===== src/rtl/module_keypad_scan_if.sv =====
// Keypad scanner signal bundle: matrix rows/columns plus the key code
// handshake toward the operand sequencer.
interface module_keypad_scan_if;
  logic [3:0] row_i;
  logic [3:0] col_o;
  logic [3:0] key_o;
  logic       rdy;
  logic       busy;

  // Scanner side
  modport master (
    input  row_i,
    output col_o,
    output key_o,
    output rdy,
    output busy
  );

  // Keypad / sequencer side
  modport slave (
    output row_i,
    input  col_o,
    input  key_o,
    input  rdy,
    input  busy
  );
endinterface


===== src/rtl/module_keypad_scan.sv =====
// 4x4 active-low matrix keypad scanner with press/release debounce and a
// single-cycle rdy strobe per accepted press.
//
// state       | meaning
// ------------+--------------------------------------------------------
// ST_SCAN     | rotate column drive, look for a low row at window end
// ST_DEBOUNCE | column frozen, require the detected row low DEBOUNCE cycles
// ST_PRESS    | one cycle: key_o updated, rdy high
// ST_RELEASE  | column frozen, require all rows high DEBOUNCE cycles
module module_keypad_scan #(
  parameter int SCAN_DIV = 1000,
  parameter int DEBOUNCE = 10000
) (
  input  logic                 clk,
  input  logic                 rst,
  module_keypad_scan_if.master bus
);

  localparam int CNT_MAX = (SCAN_DIV > DEBOUNCE) ? SCAN_DIV : DEBOUNCE;
  localparam int CW      = $clog2(CNT_MAX + 1);
  localparam logic [CW-1:0] SCAN_LAST = CW'(SCAN_DIV - 1);
  localparam logic [CW-1:0] DEB_LAST  = CW'(DEBOUNCE - 1);

  typedef enum logic [1:0] {
    ST_SCAN     = 2'd0,
    ST_DEBOUNCE = 2'd1,
    ST_PRESS    = 2'd2,
    ST_RELEASE  = 2'd3
  } state_t;

  state_t        state_q, state_d;
  logic [CW-1:0] cnt_q, cnt_d;
  logic [1:0]    col_idx_q, col_idx_d;
  logic [1:0]    row_idx_q, row_idx_d;
  logic [3:0]    key_q, key_d;
  logic          rdy_q, rdy_d;
  logic          busy_q, busy_d;
  logic [3:0]    row_meta_q;
  logic [3:0]    row_s_q;
  logic [1:0]    det_row;

  // Two-flop synchronizer for the asynchronous row inputs; idles high.
  always_ff @(posedge clk or negedge rst) begin
    if (!rst) begin
      row_meta_q <= 4'hF;
      row_s_q    <= 4'hF;
    end else begin
      row_meta_q <= bus.row_i;
      row_s_q    <= row_meta_q;
    end
  end

  // Fixed-priority row encoder: the lowest low row wins.
  always_comb begin
    det_row = 2'd0;
    for (int i = 3; i >= 0; i--) begin
      if (!row_s_q[i]) det_row = 2'(i);
    end
  end

  // Next-state, counter and output logic.
  always_comb begin
    state_d   = state_q;
    cnt_d     = cnt_q;
    col_idx_d = col_idx_q;
    row_idx_d = row_idx_q;
    key_d     = key_q;
    case (state_q)
      ST_SCAN: begin
        if (cnt_q == SCAN_LAST) begin
          cnt_d = '0;
          if (row_s_q != 4'hF) begin
            row_idx_d = det_row;
            state_d   = ST_DEBOUNCE;
          end else begin
            col_idx_d = col_idx_q + 2'd1;
          end
        end else begin
          cnt_d = cnt_q + 1'b1;
        end
      end
      ST_DEBOUNCE: begin
        if (!row_s_q[row_idx_q]) begin
          if (cnt_q == DEB_LAST) begin
            state_d = ST_PRESS;
            key_d   = {row_idx_q, col_idx_q};
            cnt_d   = '0;
          end else begin
            cnt_d = cnt_q + 1'b1;
          end
        end else begin
          // Bounce: give up and resume scanning past this column.
          state_d   = ST_SCAN;
          col_idx_d = col_idx_q + 2'd1;
          cnt_d     = '0;
        end
      end
      ST_PRESS: begin
        state_d = ST_RELEASE;
        cnt_d   = '0;
      end
      ST_RELEASE: begin
        if (row_s_q == 4'hF) begin
          if (cnt_q == DEB_LAST) begin
            state_d   = ST_SCAN;
            col_idx_d = col_idx_q + 2'd1;
            cnt_d     = '0;
          end else begin
            cnt_d = cnt_q + 1'b1;
          end
        end else begin
          cnt_d = '0;
        end
      end
      default: begin
        state_d = ST_SCAN;
        cnt_d   = '0;
      end
    endcase
    // Flags are registered from the next state so they align with it.
    rdy_d  = (state_d == ST_PRESS);
    busy_d = (state_d != ST_SCAN);
  end

  // State and datapath registers.
  always_ff @(posedge clk or negedge rst) begin
    if (!rst) begin
      state_q   <= ST_SCAN;
      cnt_q     <= '0;
      col_idx_q <= 2'd0;
      row_idx_q <= 2'd0;
      key_q     <= 4'h0;
      rdy_q     <= 1'b0;
      busy_q    <= 1'b0;
    end else begin
      state_q   <= state_d;
      cnt_q     <= cnt_d;
      col_idx_q <= col_idx_d;
      row_idx_q <= row_idx_d;
      key_q     <= key_d;
      rdy_q     <= rdy_d;
      busy_q    <= busy_d;
    end
  end

  assign bus.col_o = ~(4'b0001 << col_idx_q);
  assign bus.key_o = key_q;
  assign bus.rdy   = rdy_q;
  assign bus.busy  = busy_q;

endmodule


===== src/flat_wrapper.sv =====
// flat-port wrapper written by rule: the top's interface ports become plain ports
module module_keypad_scan_flat 
#(
  parameter int SCAN_DIV = 1000,
  parameter int DEBOUNCE = 10000
)
  (clk, rst, bus_row_i, bus_col_o, bus_key_o, bus_rdy, bus_busy);
  module_keypad_scan_if bus_i ();
  input  logic clk;
  input  logic rst;
  input wire logic [$bits(bus_i.row_i)-1:0] bus_row_i;
  output wire logic [$bits(bus_i.col_o)-1:0] bus_col_o;
  output wire logic [$bits(bus_i.key_o)-1:0] bus_key_o;
  output wire logic [$bits(bus_i.rdy)-1:0] bus_rdy;
  output wire logic [$bits(bus_i.busy)-1:0] bus_busy;
  assign bus_i.row_i = bus_row_i;
  assign bus_col_o = bus_i.col_o;
  assign bus_key_o = bus_i.key_o;
  assign bus_rdy = bus_i.rdy;
  assign bus_busy = bus_i.busy;
  module_keypad_scan #(.SCAN_DIV(SCAN_DIV), .DEBOUNCE(DEBOUNCE)) u_core (.clk(clk), .rst(rst), .bus(bus_i));
endmodule

===== config.mk =====
export PLATFORM = sky130hd
export DESIGN_NAME = module_keypad_scan_flat
export DESIGN_NICKNAME = d
export VERILOG_FILES = /design/src/rtl/module_keypad_scan_if.sv /design/src/rtl/module_keypad_scan.sv /design/src/flat_wrapper.sv
export SDC_FILE = /design/constraint.sdc
export NUM_CORES = 1
export LEC_CHECK = 0
export ABC_AREA = 1
export CAP_MARGIN = 25
export CORE_MARGIN = 2
export CORE_UTILIZATION = 55
export DETAILED_ROUTE_END_ITERATION = 16
export DONT_BUFFER_PORTS = 1
export PLACE_DENSITY_LB_ADDON = 0.25
export SETUP_SLACK_MARGIN = 0.05
export SLEW_MARGIN = 20
export SYNTH_ARGS = -nofsm -noshare
export SYNTH_HDL_FRONTEND = slang
export SYNTH_SLANG_ARGS = --single-unit

===== constraint.sdc =====
create_clock -name clk -period 1.6 [get_ports clk]
set_input_delay 0.16 -clock clk [delete_from_list [all_inputs] [get_ports clk]]
set_output_delay 0.16 -clock clk [all_outputs]
set_load 0.01 [all_outputs]

# Word level (Yosys, flattened, before mapping)
# Index checks and enable logic that the tools add are counted.
[totals] out_inout_bits=10 ff_bits=34
[op_classes] n_bitwise=2 n_mux=24 eq_ne=13 n_shift=1 n_addsub=2 order_cmp=1 reduce_logical=6
[ops] operator="$mux 14" n=4
[ops] operator="$pmux 14 s4" n=1
[ops] operator="$mux 2" n=15
[ops] operator="$add 14x1->14 const B" n=1
[ops] operator="$eq 14x10->1 const B" n=1
[ops] operator="$eq 14x14->1 const B" n=1
[ops] operator="$ne 2x1->1 const B" n=4
[ops] operator="$pmux 2 s4" n=1
[ops] operator="$eq 2x2->1 const B" n=3
[ops] operator="$pmux 2 s3" n=1
[ops] operator="$reduce_and 3->1" n=2
[ops] operator="$reduce_and 6->1" n=1
[ops] operator="$eq 4x4->1 const B" n=1
[ops] operator="$ne 4x4->1 const B" n=1
[ops] operator="$not 4->4" n=1
[ops] operator="$shl 1x2->4 const A" n=1
[ops] operator="$lt 2x3->1 const B" n=1
[ops] operator="$reduce_bool 3->1" n=1
[ops] operator="$add 2x1->2 const B" n=1
[ops] operator="$bmux 1 s2" n=1
[ops] operator="$eq 2x1->1 const B" n=1
[ops] operator="$logic_not 2->1" n=1
[ops] operator="$ne 2x2->1 const B" n=1
[ops] operator="$reduce_bool 2->1" n=1
[ops] operator="other kinds (2)" n=2

# Logic depth before layout (Yosys ltp)
[depth] ltp_word=5 ltp_mapped=10 ltp_nobuf=9

# Least setup slack after synthesis
# Ideal clock, no wire load.
[synth_timing] kind="register -> register" start="register u_core.cnt_q[0]" end="register u_core.cnt_q[0]" slack_ps=113 t_arrival_ps=1414 setup_time_ps=73 stages_incl_launch_ff=9 path_buffers=1 t_required_ps=1527 cell_sequence="dfrtp_1 -> ha_1 -> nand3_1 -> nor2_1 -> and2_4 -> nor2_2 -> nand2_4 -> buf_12 -> a21oi_2"
[synth_between] elab_chain_cells=4 elab_cells_between_ends=8 classes_between="1 x add/sub; 2 x eq/ne; 5 x mux"
[synth_lines] element="start: declaration" line="module_keypad_scan.sv:32" rtl="logic [CW-1:0] cnt_q, cnt_d;"
[synth_lines] element="start signal: assignment" line="module_keypad_scan.sv:137" rtl="cnt_q <= cnt_d;"
[synth_lines] element="$add 14x1->14 or $eq 14x14->1 (tied branches)"
[synth_lines] element="$mux 14" line="module_keypad_scan.sv:84, module_keypad_scan.sv:104"
[synth_lines] element="$mux 14, on equally long branches" line="module_keypad_scan.sv:103, module_keypad_scan.sv:83"
[synth_lines] element="$pmux 14 s4 *" line="module_keypad_scan.sv:68" rtl="case (state_q)"
[synth_lines] element="net u_core.cnt_d[0]" line="module_keypad_scan.sv:32"
# The timed path passes the listed nets; every way through them passes the cells marked *.
# A chain may end at the register's enable or synchronous reset.

# Worst setup path after layout
[layout_timing] start="register u_core.row_s_q[0]" end="register u_core.cnt_q[1]"
[layout_between] elab_chain_cells=4 elab_cells_between_ends=6 classes_between="1 x eq/ne; 5 x mux"
[layout_lines] element="start: declaration" line="module_keypad_scan.sv:39" rtl="logic [3:0] row_s_q;"
[layout_lines] element="start signal: assignment" line="module_keypad_scan.sv:49" rtl="row_s_q <= row_meta_q;"
[layout_lines] element="$bmux 1 s2" line="module_keypad_scan.sv:83" rtl="if (!row_s_q[row_idx_q]) begin"
[layout_lines] element="$mux 1 (not written as such)" line="module_keypad_scan.sv:83"
[layout_lines] element="$mux 14" line="module_keypad_scan.sv:83"
[layout_lines] element="$pmux 14 s4 *" line="module_keypad_scan.sv:68"
[layout_lines] element="net u_core.cnt_d[1]" line="module_keypad_scan.sv:32"
# The timed path passes the listed nets; every way through them passes the cells marked *. The select of a mux whose other input is x is not followed.

==> impl_metrics.ini <==
[outcome]
status = complete, no violations

[power]
power_leakage_nw = 0.948
p_per_area_nw_per_um2 = 713
vdd_ir_drop_max_mv = 0.552

[floorplanning]
dieArea_um2 = 3590
rows = 20
fp.dieW_um = 59.9
coreArea_um2 = 3000
die_y_um = 59.9
io_pins = 16
initial_core_util = 0.573

[clocking]
cts_sinks = 34
h-tree-depth = 2
clk_latency_ns = 0.34
clkSlewWorstSetupHoldPaths_ns = 0.11
clk_path_buf_depth = 2
cts_made_buffers = 5
tritoncts = yes
cts.root.buffer_cell = clkbuf_4

[global_route]
grt_pass1_wl_um = 5470
track_usage = 0.211
antenna_found_initial = 0
grt_pass1_vias = 1267
grt_max_degree = 35
overflow = 0

[yosys]
synth_nets = 204
synth_area_leaders = dfrtp_1 38%, dfstp_2 12%, nand2_1 8.9%
ys_ff_latch = 34
synth_async_sr_flop_share = 1.00
avgSynthCellArea_um2 = 8.91
synth_edf_count = 0
synth-warning-count = 0
synth.distinct_cells = 28
synth_most_common_cell = nand2_1
synth_common_cells = 41 x nand2_1, 26 x dfrtp_1, 25 x inv_1
synthFlopType = dfrtp_1
netlist_area_um2 = 1720
yosys.area.top_type = dfrtp_1
synthCells = 193
ys_seq_area_frac = 0.500
synth_top_area_share = 0.378

[timing]
min_period_ns = 1.51
grt_setup_unrepaired = true
fmax_mhz = 663
whs_ns = 0.269
fin_worst_skew_ns = 0.0116
setup_viol = 0
worstMarginPinSlew_ns = 0.290
hold_viol = 0
layout_setup_ws_ns = 0.0923
slew_headroom = 0.806
period_share = 0.942
final_max_slew_viol_count = 0

[critical_path]
reg2reg_slack_ns = 0.09
endpoint = u_core.cnt_q[1]$_DFF_PN0_
path_buf_inv = 0
cp.required_ns = 1.85
path_cells = nand4_1, nor2_1, nand2_1, nand2_2, nand2_4, a21boi_0
cpLargestDelayFamily = simple AND/OR/NAND/NOR gates
reg2reg_from = u_core.row_s_q[0]$_DFF_PN1_
worst-setup-path-type = register to register
slowest_stage = dfstp_2
cp_num_cells = 6
path_max_fanout = 7
crit_path_start = u_core.row_s_q[0]$_DFF_PN1_
worstPathArrival_ns = 1.76
reg2reg_depth = 6
max_stage_delay_ns = 0.58
startpoint_type = register
rr_endpoint = u_core.cnt_q[1]$_DFF_PN0_
cp-end-kind = register

[routing]
vias = 1296
drt-wirelength-per-cell_um = 13.5
viasPerCell = 5.29
dr_wl_met2_um = 1660
drtIter0Drc = 54
first_pass_iters = 5
postRouteAntennaNets = 0
drt-met1-wl_um = 1430
wirelength_um = 3310
wl_met3_um = 152
dr.max_layer_used = met4
drc = 0

[place]
port_buffers = 0
place_hpwl_um = 2150
gp_congestion = 0.880
dp_slack_ns = 0.0336

[cells_and_area]
n_fill_cell = 251
antenna_cells = 0
fin_nets = 222
final_layout_size_suffix_gt1_frac = 0.255
syn2layout_area_growth_pct = 16.2

[job]
drv_cap = 0

[hold_path]
holdCritPathClass = input port to async pin
==> state kept, by name, summed over array words and instances (netlist names) <==
register,flops
u_core.bus.rdy,1
u_core.state_q,2
u_core.bus.busy,1
u_core.row_idx_q,2
u_core.row_meta_q,4
u_core.col_idx_q,2
u_core.row_s_q,4
u_core.bus.key_o,4
u_core.cnt_q,14
==> per-layer routing <==
layer	GRT usage	vias to the layer above
li1	-	645
met1	0.256	609
met2	0.340	34
met3	0.0736	8
met4	0.0857	0
met5	0	-
==> layout by cell type, fill, tap and decap left out, types with 2 or more instances in the layout <==
cell / instances
o21ai_0: 7
nor2_4: 2
a21oi_2: 10
xor2_1: 9
buf_12: 2
clkinv_2: 2
clkbuf_4: 5
buf_4: 5
nor3_1: 2
nor2_1: 16
dlygate4sd3_1: 5
dfstp_2: 8
nand2_4: 4
a21oi_1: 4
nand2_2: 3
nand3_1: 13
dfrtp_1: 26
ha_1: 4
nand2_1: 38
nor2_2: 3
inv_2: 3
inv_1: 24
nand4_1: 5
==> stage by stage <==
step	instances	total power, mW	utilization	instance area [µm²]	setup TNS [ns]
after floorplan	193	0.905	-	1720	0
after global placement	227	0.906	0.589	1770	0
after detailed placement	227	0.908	0.589	1770	0
after CTS	242	1.44	0.639	1920	0
after global routing	245	1.51	0.666	2000	-0.0000124
final	245	1.43	0.666	2000	0
==> logic make-up (layout without fill, tap and decap cells) <==
group / Yosys count / count (layout) / synth area share
simple gates: 88 / 89 / 0.226
flops: 34 / 34 / 0.500
buf+inv: 30 / 48 / 0.0778
compound gates: 26 / 26 / 0.108
xor+xnor: 10 / 10 / 0.0509
fa+ha+maj: 5 / 5 / 0.0364
==> worst min-delay path by stage <==
stage / end / slack (ns) / cells past startpoint
floorplan: u_core.bus.busy$_DFF_PN0_ / -0.14 / 0
global placement: u_core.bus.key_o[2]$_DFFE_PN0P_ / -0.13 / 0
global route: u_core.cnt_q[2]$_DFF_PN0_ / 0.27 / 2
CTS: u_core.bus.key_o[0]$_DFFE_PN0P_ / 0.25 / 2
finish: u_core.state_q[0]$_DFF_PN0_ / 0.27 / 2
detailed placement: u_core.bus.key_o[2]$_DFFE_PN0P_ / -0.13 / 0
==> cell type report <==
cell class                      count  area, µm²  area share
Sequential cell                    34        861       0.431
Multi-Input combinational cell    130        800       0.400
Timing Repair Buffer               12        128      0.0638
Inverter                           28        106      0.0532
Clock buffer                        6       51.3      0.0257
Tap cell                           33       41.3      0.0207
Clock inverter                      2       12.5     0.00626
==> report_power, final <==
group | switching (mW) | internal [mW] | total (mW)
logic | 0.0256 | 0.0191 | 0.0447
registers | 0.00638 | 0.877 | 0.884
clock network | 0.286 | 0.211 | 0.497
==> worst register-to-register path, delay by kind of cell, from the launching register on <==
kind               cells  cell delay (ns)
DFF                    1             0.58
and+or+nand+nor        5             0.67
AOI/OAI and AO/OA      1             0.17
==> repair_timing <==
item / 4_1_cts / 5_1_grt
hold endpoints to repair: 38 / 0
endpoints found under the setup margin: 2 / 25
setup buffers: 0 / 3
gates cloned: 1 / 0
pin swaps: 1 / 7
gates resized for setup: 2 / 15
hold buffers: 6 / 0
Power figures use the tool's default switching activity.
